## src/rtl/tx_port_scheduler.sv

```systemverilog
// Round-robin scheduler granting one transmit manager at a time to the shared output port.
// Optional stall watchdog enabled with `define SCHED_TIMEOUT_EN.
`ifndef PORT_NUB_TOTAL
`define PORT_NUB_TOTAL 8
`endif
`ifndef DATA_LENGTH_MAX
`define DATA_LENGTH_MAX 16
`endif

module tx_port_scheduler #(
  parameter int unsigned PORT_NUB     = `PORT_NUB_TOTAL,
  parameter int unsigned WIDTH_SEL    = $clog2(PORT_NUB),
  parameter int unsigned WIDTH_LENGTH = $clog2(`DATA_LENGTH_MAX),
  parameter int unsigned TIMEOUT      = 256
) (
  input  logic                             clk,
  input  logic                             rst,
  input  logic [PORT_NUB-1:0]              req,
  input  logic [PORT_NUB*WIDTH_LENGTH-1:0] len_in,
  input  logic                             keep_in,
  output logic [PORT_NUB-1:0]              grant,
  output logic [WIDTH_SEL-1:0]             grant_nub,
  output logic                             grant_valid,
  output logic                             last,
  output logic [PORT_NUB-1:0]              done,
  output logic                             busy,
  output logic                             err
);

  localparam logic [0:0] ST_IDLE = 1'b0;
  localparam logic [0:0] ST_RUN  = 1'b1;

  logic [0:0]              state_q, state_d;
  logic [WIDTH_SEL-1:0]    ptr_q, ptr_d;
  logic [WIDTH_LENGTH-1:0] cnt_q, cnt_d;
  logic [PORT_NUB-1:0]     grant_q, grant_d;
  logic [WIDTH_SEL-1:0]    nub_q, nub_d;
  logic                    valid_q, valid_d;
  logic [PORT_NUB-1:0]     done_q, done_d;

  logic                    win_found;
  logic [WIDTH_SEL-1:0]    win_idx;
  logic [WIDTH_SEL-1:0]    cand;
  logic [WIDTH_LENGTH-1:0] win_len;
  int unsigned             pos;
  logic                    timeout_hit;

  // First requesting port at or after ptr, wrapping past the top index.
  always_comb begin
    win_found = 1'b0;
    win_idx   = '0;
    pos       = 0;
    cand      = '0;
    for (int k = 0; k < int'(PORT_NUB); k++) begin
      pos = int'(ptr_q) + k;
      if (pos >= PORT_NUB) pos = pos - PORT_NUB;
      cand = WIDTH_SEL'(pos);
      if (!win_found && req[cand]) begin
        win_found = 1'b1;
        win_idx   = cand;
      end
    end
  end

  always_comb begin
    win_len = '0;
    for (int i = 0; i < int'(PORT_NUB); i++) begin
      if (WIDTH_SEL'(i) == win_idx) win_len = len_in[i*WIDTH_LENGTH +: WIDTH_LENGTH];
    end
  end

`ifdef SCHED_TIMEOUT_EN
  localparam int unsigned STALL_W = $clog2(TIMEOUT + 1);

  logic [STALL_W-1:0] stall_q, stall_d;
  logic               err_q;

  assign timeout_hit = (state_q == ST_RUN) && keep_in && (stall_q == STALL_W'(TIMEOUT - 1));

  // Stall counter restarts on every transferred beat and on each new grant.
  always_comb begin
    stall_d = stall_q;
    if (state_q != ST_RUN || !keep_in || timeout_hit) stall_d = '0;
    else stall_d = stall_q + STALL_W'(1);
  end

  always_ff @(posedge clk or posedge rst) begin
    if (rst) begin
      stall_q <= '0;
      err_q   <= 1'b0;
    end else begin
      stall_q <= stall_d;
      err_q   <= timeout_hit;
    end
  end

  assign err = err_q;
`else
  assign timeout_hit = 1'b0;
  assign err         = 1'b0;
`endif

  always_comb begin
    state_d = state_q;
    ptr_d   = ptr_q;
    cnt_d   = cnt_q;
    grant_d = grant_q;
    nub_d   = nub_q;
    valid_d = valid_q;
    done_d  = '0;
    case (state_q)
      ST_IDLE: begin
        if (win_found) begin
          state_d = ST_RUN;
          grant_d = PORT_NUB'(1) << win_idx;
          nub_d   = win_idx;
          valid_d = 1'b1;
          cnt_d   = win_len;
          ptr_d   = (win_idx == WIDTH_SEL'(PORT_NUB - 1)) ? '0 : win_idx + WIDTH_SEL'(1);
        end
      end
      ST_RUN: begin
        // cnt counts remaining beats after the current one; zero marks the last beat.
        if ((!keep_in && cnt_q == '0) || timeout_hit) begin
          state_d = ST_IDLE;
          grant_d = '0;
          nub_d   = '0;
          valid_d = 1'b0;
          done_d  = grant_q;
        end else if (!keep_in) begin
          cnt_d = cnt_q - WIDTH_LENGTH'(1);
        end
      end
      default: state_d = ST_IDLE;
    endcase
  end

  always_ff @(posedge clk or posedge rst) begin
    if (rst) begin
      state_q <= ST_IDLE;
      ptr_q   <= '0;
      cnt_q   <= '0;
      grant_q <= '0;
      nub_q   <= '0;
      valid_q <= 1'b0;
      done_q  <= '0;
    end else begin
      state_q <= state_d;
      ptr_q   <= ptr_d;
      cnt_q   <= cnt_d;
      grant_q <= grant_d;
      nub_q   <= nub_d;
      valid_q <= valid_d;
      done_q  <= done_d;
    end
  end

  assign grant       = grant_q;
  assign grant_nub   = nub_q;
  assign grant_valid = valid_q;
  assign done        = done_q;
  assign last        = valid_q && (cnt_q == '0);
  assign busy        = (state_q == ST_RUN);

endmodule

```

## config.mk

```make
export PLATFORM = sky130hd
export DESIGN_NAME = tx_port_scheduler
export DESIGN_NICKNAME = d
export VERILOG_FILES = /design/src/rtl/tx_port_scheduler.sv
export SDC_FILE = /design/constraint.sdc
export NUM_CORES = 1
export LEC_CHECK = 0
export ABC_AREA = 1
export CAP_MARGIN = 20
export CORE_AREA = 4 4 92 116
export DETAILED_ROUTE_END_ITERATION = 6
export DIE_AREA = 0 0 96 120
export GPL_ROUTABILITY_DRIVEN = 0
export HOLD_SLACK_MARGIN = 0.02
export PLACE_DENSITY = 0.45
export SLEW_MARGIN = 0
export SYNTH_ARGS = -nofsm -noshare
export SYNTH_HDL_FRONTEND = slang
export SYNTH_SLANG_ARGS = --single-unit
```

## constraint.sdc

```tcl
create_clock -name clk -period 3.94 [get_ports clk]
set_input_delay 0.985 -clock clk [delete_from_list [all_inputs] [get_ports clk]]
set_output_delay 0.985 -clock clk [all_outputs]
set_load 0.005 [all_outputs]
```

==> results.ini, run 1 <==
[outcome]
outcome=finished clean

[routing]
ant_nets=0
vias=2535
drc=0
first_iter_violations=94
wl_um=7488
first_pass_iters=4
avgRoutedWirePerCell_um=12.91
viasPerCell=4.371

[clock_network]
cts_buffer_depth=2
hold_buffers=0
ctsRootBufferMaster=clkbuf_16
cts_buffers=3
clock-sinks=28
clkLatencyLatePin_ns=0.26
h-tree-depth=1
path_clk_slew_ns=0.07
cts_tree=done

[timing]
timing.final.crit_period_ns=3.545
tightest_slew_ns=0.6568
slew_headroom=0.5575
hold_violations=0
skew_ns=0.003596
setup_viol_count_final=0
rsz0062_at_grt=no
fmax_ghz=0.2821
fin_crit_sh=0.8998
setup_tns_ns=0
final_max_slew_viol_count=0

[global_routing]
grt_max_degree=29
grt_pass1_vias=2586
antenna_found_initial=0
grt_pass1_wl_um=12010
grt_overflow=0
gr-usage-all-layers=0.1300

[hold_path]
hp-class=flip-flop to flip-flop

[run]
max-cap-violations=0

[synthesis]
syn-num-nets=398
syn_inst=345
netlist_area_um2=2350
synthArstFlopShare=1.000
synth_cell_types=38
synth_seq_cells=28
synth-edff-count=0
synth.largest_area_cell=dfrtp_1
synth_top_area_frac=0.2982
seq_area_frac_synth=0.2982
syn_avg_cell_area_um2=6.811
yosysWarnings=0
ys.flop_type=dfrtp_1
ys_top_cells_by_area=dfrtp_1 30%, nand2_1 13%, nand3_1 7.7%

[worst_setup_path]
crit_required_ns=4.09
reg2reg_slack_ns=0.46
cp-endpoint=cnt_q[2]
r2r_start=ptr_q[0]
crit_start=req[5]
arrival_ns=3.69
r2r_cells=26
crit_fanout=7
critPathKind=primary input to flip-flop
cp-start-kind=primary input
timing.rr.end=cnt_q[2]
end_kind=flip-flop

[die]
pin_count=66
die_w_um=96
die_h_um=120
dieArea_um2=11520
start_util=0.2458
num_rows=40
core_um2=9559

[layout]
final_cell_area_um2=3716
final_common_cell=nand2_1
fin_nets=508
final_layout_size_suffix_gt1_frac=0.2577
diodes=0
area_growth_pct=58.15
layout_common_cells=74 x nand2_1, 56 x clkdlybuf4s50_1, 50 x buf_4

[place]
portBuffers=64
dpl_cell_area_um2=3422
hpwl_um=6107

-- final cells by class --
class / instances / area (um2)
fill: 994 / 5843
inverter: 50 / 190.2
clock buffer: 4 / 88.84
timing repair buffer: 115 / 1064
tap: 126 / 157.7
multi-input combinational: 257 / 1515
sequential: 28 / 700.7
-- metrics by stage --
step | setup WS [ns] | instances | hold WS, ns | util
after floorplan | 0.5011 | 345 | 0.4714 | -
after global placement | -0.2124 | 571 | 0.5099 | 0.3580
after detailed placement | -0.2288 | 571 | 0.5133 | 0.3580
after CTS | 0.01557 | 575 | 0.5310 | 0.3673
after global routing | 0.1836 | 580 | 0.5698 | 0.3887
final | 0.3947 | 580 | 0.5271 | 0.3887
-- repair_timing --
item / CTS / global route
setup endpoints to repair: 0 / 4
resized for setup: 0 / 41
buffers inserted: 0 / 4
-- cell families after synthesis --
family,after synthesis,share of synthesized area
AOI/OAI and AO/OA,42,0.1038
xor gates and xnor gates,6,0.02237
adders and majority gates,10,0.05325
buffers and inverters,60,0.1113
DFF,28,0.2982
other,1,0.001596
and+or+nand+nor,198,0.4095
-- worst max-delay path, stage by stage --
cell,delay (ns)
dlymetal6s2s_1,0.13
buf_4,0.13
nand2_2,0.08
nand3_4,0.08
nand3_4,0.12
nand2_4,0.07
nor2_4,0.14
nand2_2,0.09
nor2_2,0.13
nand4_1,0.11
o311ai_1,0.11
a21oi_1,0.07
o211ai_1,0.08
o21a_1,0.21
ha_2,0.23
ha_4,0.15
inv_2,0.06
or2_2,0.28
nand2_2,0.07
nand2_1,0.05
nand2_1,0.06
nand2_1,0.04
nand2_1,0.05
nand2_1,0.04
nand2_1,0.07
a21oi_1,0.06
-- cells in the mapped netlist, types with 2 or more instances --
| library cell | count |
|---|---|
| o21ai_1 | 2 |
| clkbuf_1 | 4 |
| nand2_4 | 3 |
| o21ai_0 | 10 |
| buf_4 | 3 |
| xnor2_1 | 3 |
| o22ai_1 | 7 |
| inv_2 | 4 |
| o32ai_1 | 2 |
| buf_6 | 3 |
| xor2_1 | 3 |
| ha_1 | 10 |
| inv_1 | 45 |
| nand2_1 | 83 |
| nand3_1 | 36 |
| nor2_4 | 2 |
| nand3_2 | 7 |
| nor2_1 | 38 |
| dfrtp_1 | 28 |
| or2_1 | 2 |
| nand4_1 | 6 |
| a21oi_1 | 15 |
| nand2_2 | 14 |
-- state kept, by name (all words and copies together), names as in the netlist --
| name | count |
|---|---|
| ptr_q | 3 |
| done | 8 |
| grant_valid | 1 |
| cnt_q | 4 |
| grant_nub | 3 |
| grant | 8 |
| busy | 1 |
-- worst min-delay path by stage --
| stage | startpoint | end | depth (start not counted) |
|---|---|---|---|
| 6_report | cnt_q[1] | cnt_q[1] | 2 |
| 5_1_grt | grant[3] | done[3] | 2 |
| 4_1_cts | cnt_q[1] | cnt_q[1] | 2 |
| 3_5_place_dp | cnt_q[1] | cnt_q[1] | 2 |
| 3_3_place_gp | cnt_q[1] | cnt_q[1] | 2 |
| 2_1_floorplan | cnt_q[1] | cnt_q[1] | 2 |
-- metal layers --
| metal | vias to the layer above | track usage | part of all wire |
|---|---|---|---|
| li1 | 1318 | - | - |
| met1 | 1151 | 0.1465 | 0.41 |
| met2 | 56 | 0.2518 | 0.54 |
| met3 | 10 | 0.01129 | 0.032 |
| met4 | 0 | 0.03292 | 0.017 |
| met5 | - | 0 | 0 |
Power of run 1 is left out: the tool's default activity adds up to more than one toggle a clock period on the data nets, which glitch-free logic cannot reach.
==> run 2: changes to the inputs <==
- CELL_PAD_IN_SITES_DETAIL_PLACEMENT: not set -> 1
- CELL_PAD_IN_SITES_GLOBAL_PLACEMENT: not set -> 2
- PLACE_DENSITY: 0.45 -> 0.75
- clock period: 3.94 -> 3.37 ns (I/O delays scaled with it)
==> results.ini, run 2 (synthesis results as in run 1) <==
[worst_setup_path]
reg2reg_slack_ns=-0.02
crit_required_ns=3.55
end_kind=flip-flop
cpPeakStageDelay_ns=0.22
critPathKind=primary input to flip-flop
cp_common_cell=nand2_1
critPathBufInv=5
cp-start-kind=primary input
crit_fanout=4
cp_top_family=simple AND/OR/NAND/NOR gates
crit_slowest_cell=clkdlybuf4s15_2
arrival_ns=3.58

[timing]
fmax_ghz=0.2942
setup_slack_ns=-0.02957
final_max_slew_viol_count=0
slew_headroom=0.5647
hold_violations=0
tightest_slew_ns=0.6530
skew_ns=0.005579
fin_crit_sh=1.009
rsz0062_at_grt=yes
timing.final.crit_period_ns=3.400
setup_viol_count_final=1

[routing]
ant_nets=0
drc=0
wl_um=9680
vias=2817
viasPerCell=4.618
first_iter_violations=55
first_pass_iters=4
avgRoutedWirePerCell_um=15.87

[layout]
layout_common_cells=81 x buf_4, 67 x nand2_1, 56 x clkdlybuf4s50_1
final_layout_size_suffix_gt1_frac=0.3864
final_common_cell=buf_4
fin_nets=539
multi_input_area_um2=1769
seq_area_um2=701.9
diodes=0
area_growth_pct=77.10
n_fill_cell=1190

[clock_network]
h-tree-depth=1
clock-sinks=28
ctsRootBufferMaster=clkbuf_16
clkLatencyLatePin_ns=0.26
cts_tree=done
cts_buffer_depth=2
cts_buffers=3
path_clk_slew_ns=0.06

[global_routing]
antenna_found_initial=0
grt_max_degree=29
grt_pass1_vias=3116
gr-usage-all-layers=0.1685
grt_overflow=0
grt_pass1_wl_um=15410

[hold_path]
hp-class=flip-flop to flip-flop

[die]
pin_count=66
core_um2=9559
dieArea_um2=11520
start_util=0.2458
die_h_um=120
num_rows=40
die_w_um=96

[outcome]
outcome=complete, but fails checks
violations=negative setup slack

[place]
pre_cts_ws_ns=-0.7524
hpwl_um=7196
portBuffers=64

[run]
max-cap-violations=0

-- run 2: final cells by class --
cell class | count | area share
multi-input combinational | 257 | 0.4251
tap | 126 | 0.03788
clock buffer | 3 | 0.01804
sequential | 28 | 0.1687
inverter | 50 | 0.04811
timing repair buffer | 146 | 0.3022
-- run 2: per-layer routing --
metal | track usage | vias up | wire length (um) | part of all wire
met2 | 0.3184 | 69 | 5323 | 0.55
met3 | 0.02382 | 22 | 415 | 0.043
li1 | - | 1380 | - | -
met1 | 0.1903 | 1346 | 3646 | 0.38
met4 | 0.04537 | 0 | 294 | 0.030
met5 | 0 | - | 0 | 0
-- run 2: worst register-to-register path, delay by kind of cell, from the launching register on --
kind | cells | cell delay [ns]
and+or+nand+nor | 14 | 0.98
adders and majority gates | 2 | 0.55
buffers and inverters | 4 | 0.48
DFF | 1 | 0.42
AOI/OAI and AO/OA | 7 | 0.89
-- run 2: repair_timing --
| action | in CTS | in global routing |
|---|---|---|
| setup endpoints to repair | 11 | 6 |
| pin swaps | 44 | 24 |
| hold buffers | 0 | 0 |
| buffers inserted | 15 | 3 |
| resized for setup | 72 | 40 |
-- run 2: per-stage QoR --
| stage | setup TNS [ns] | cells | instance area, um2 | hold slack, ns | utilization |
|---|---|---|---|---|---|
| floorplan | 0 | 345 | 2362 | 0.4714 | - |
| global placement | -4.821 | 589 | 3570 | 0.5055 | 0.3734 |
| detailed placement | -5.352 | 589 | 3570 | 0.5122 | 0.3734 |
| CTS | -0.02646 | 607 | 3974 | 0.5297 | 0.4157 |
| global route | -0.8384 | 610 | 4161 | 0.5688 | 0.4353 |
| finish | -0.02957 | 610 | 4161 | 0.5148 | 0.4353 |
-- run 2: final timing paths --
kind,from,endpoint,cells past startpoint
max,req[5],cnt_q[2],28
min,cnt_q[0],cnt_q[0],2
max reg2reg,ptr_q[1],cnt_q[2],27
min reg2reg,cnt_q[0],cnt_q[0],2
max in group asynchronous,rst,ptr_q[2],3
min in group asynchronous,rst,grant_nub[0],3
Power of run 2 is left out for the same reason.
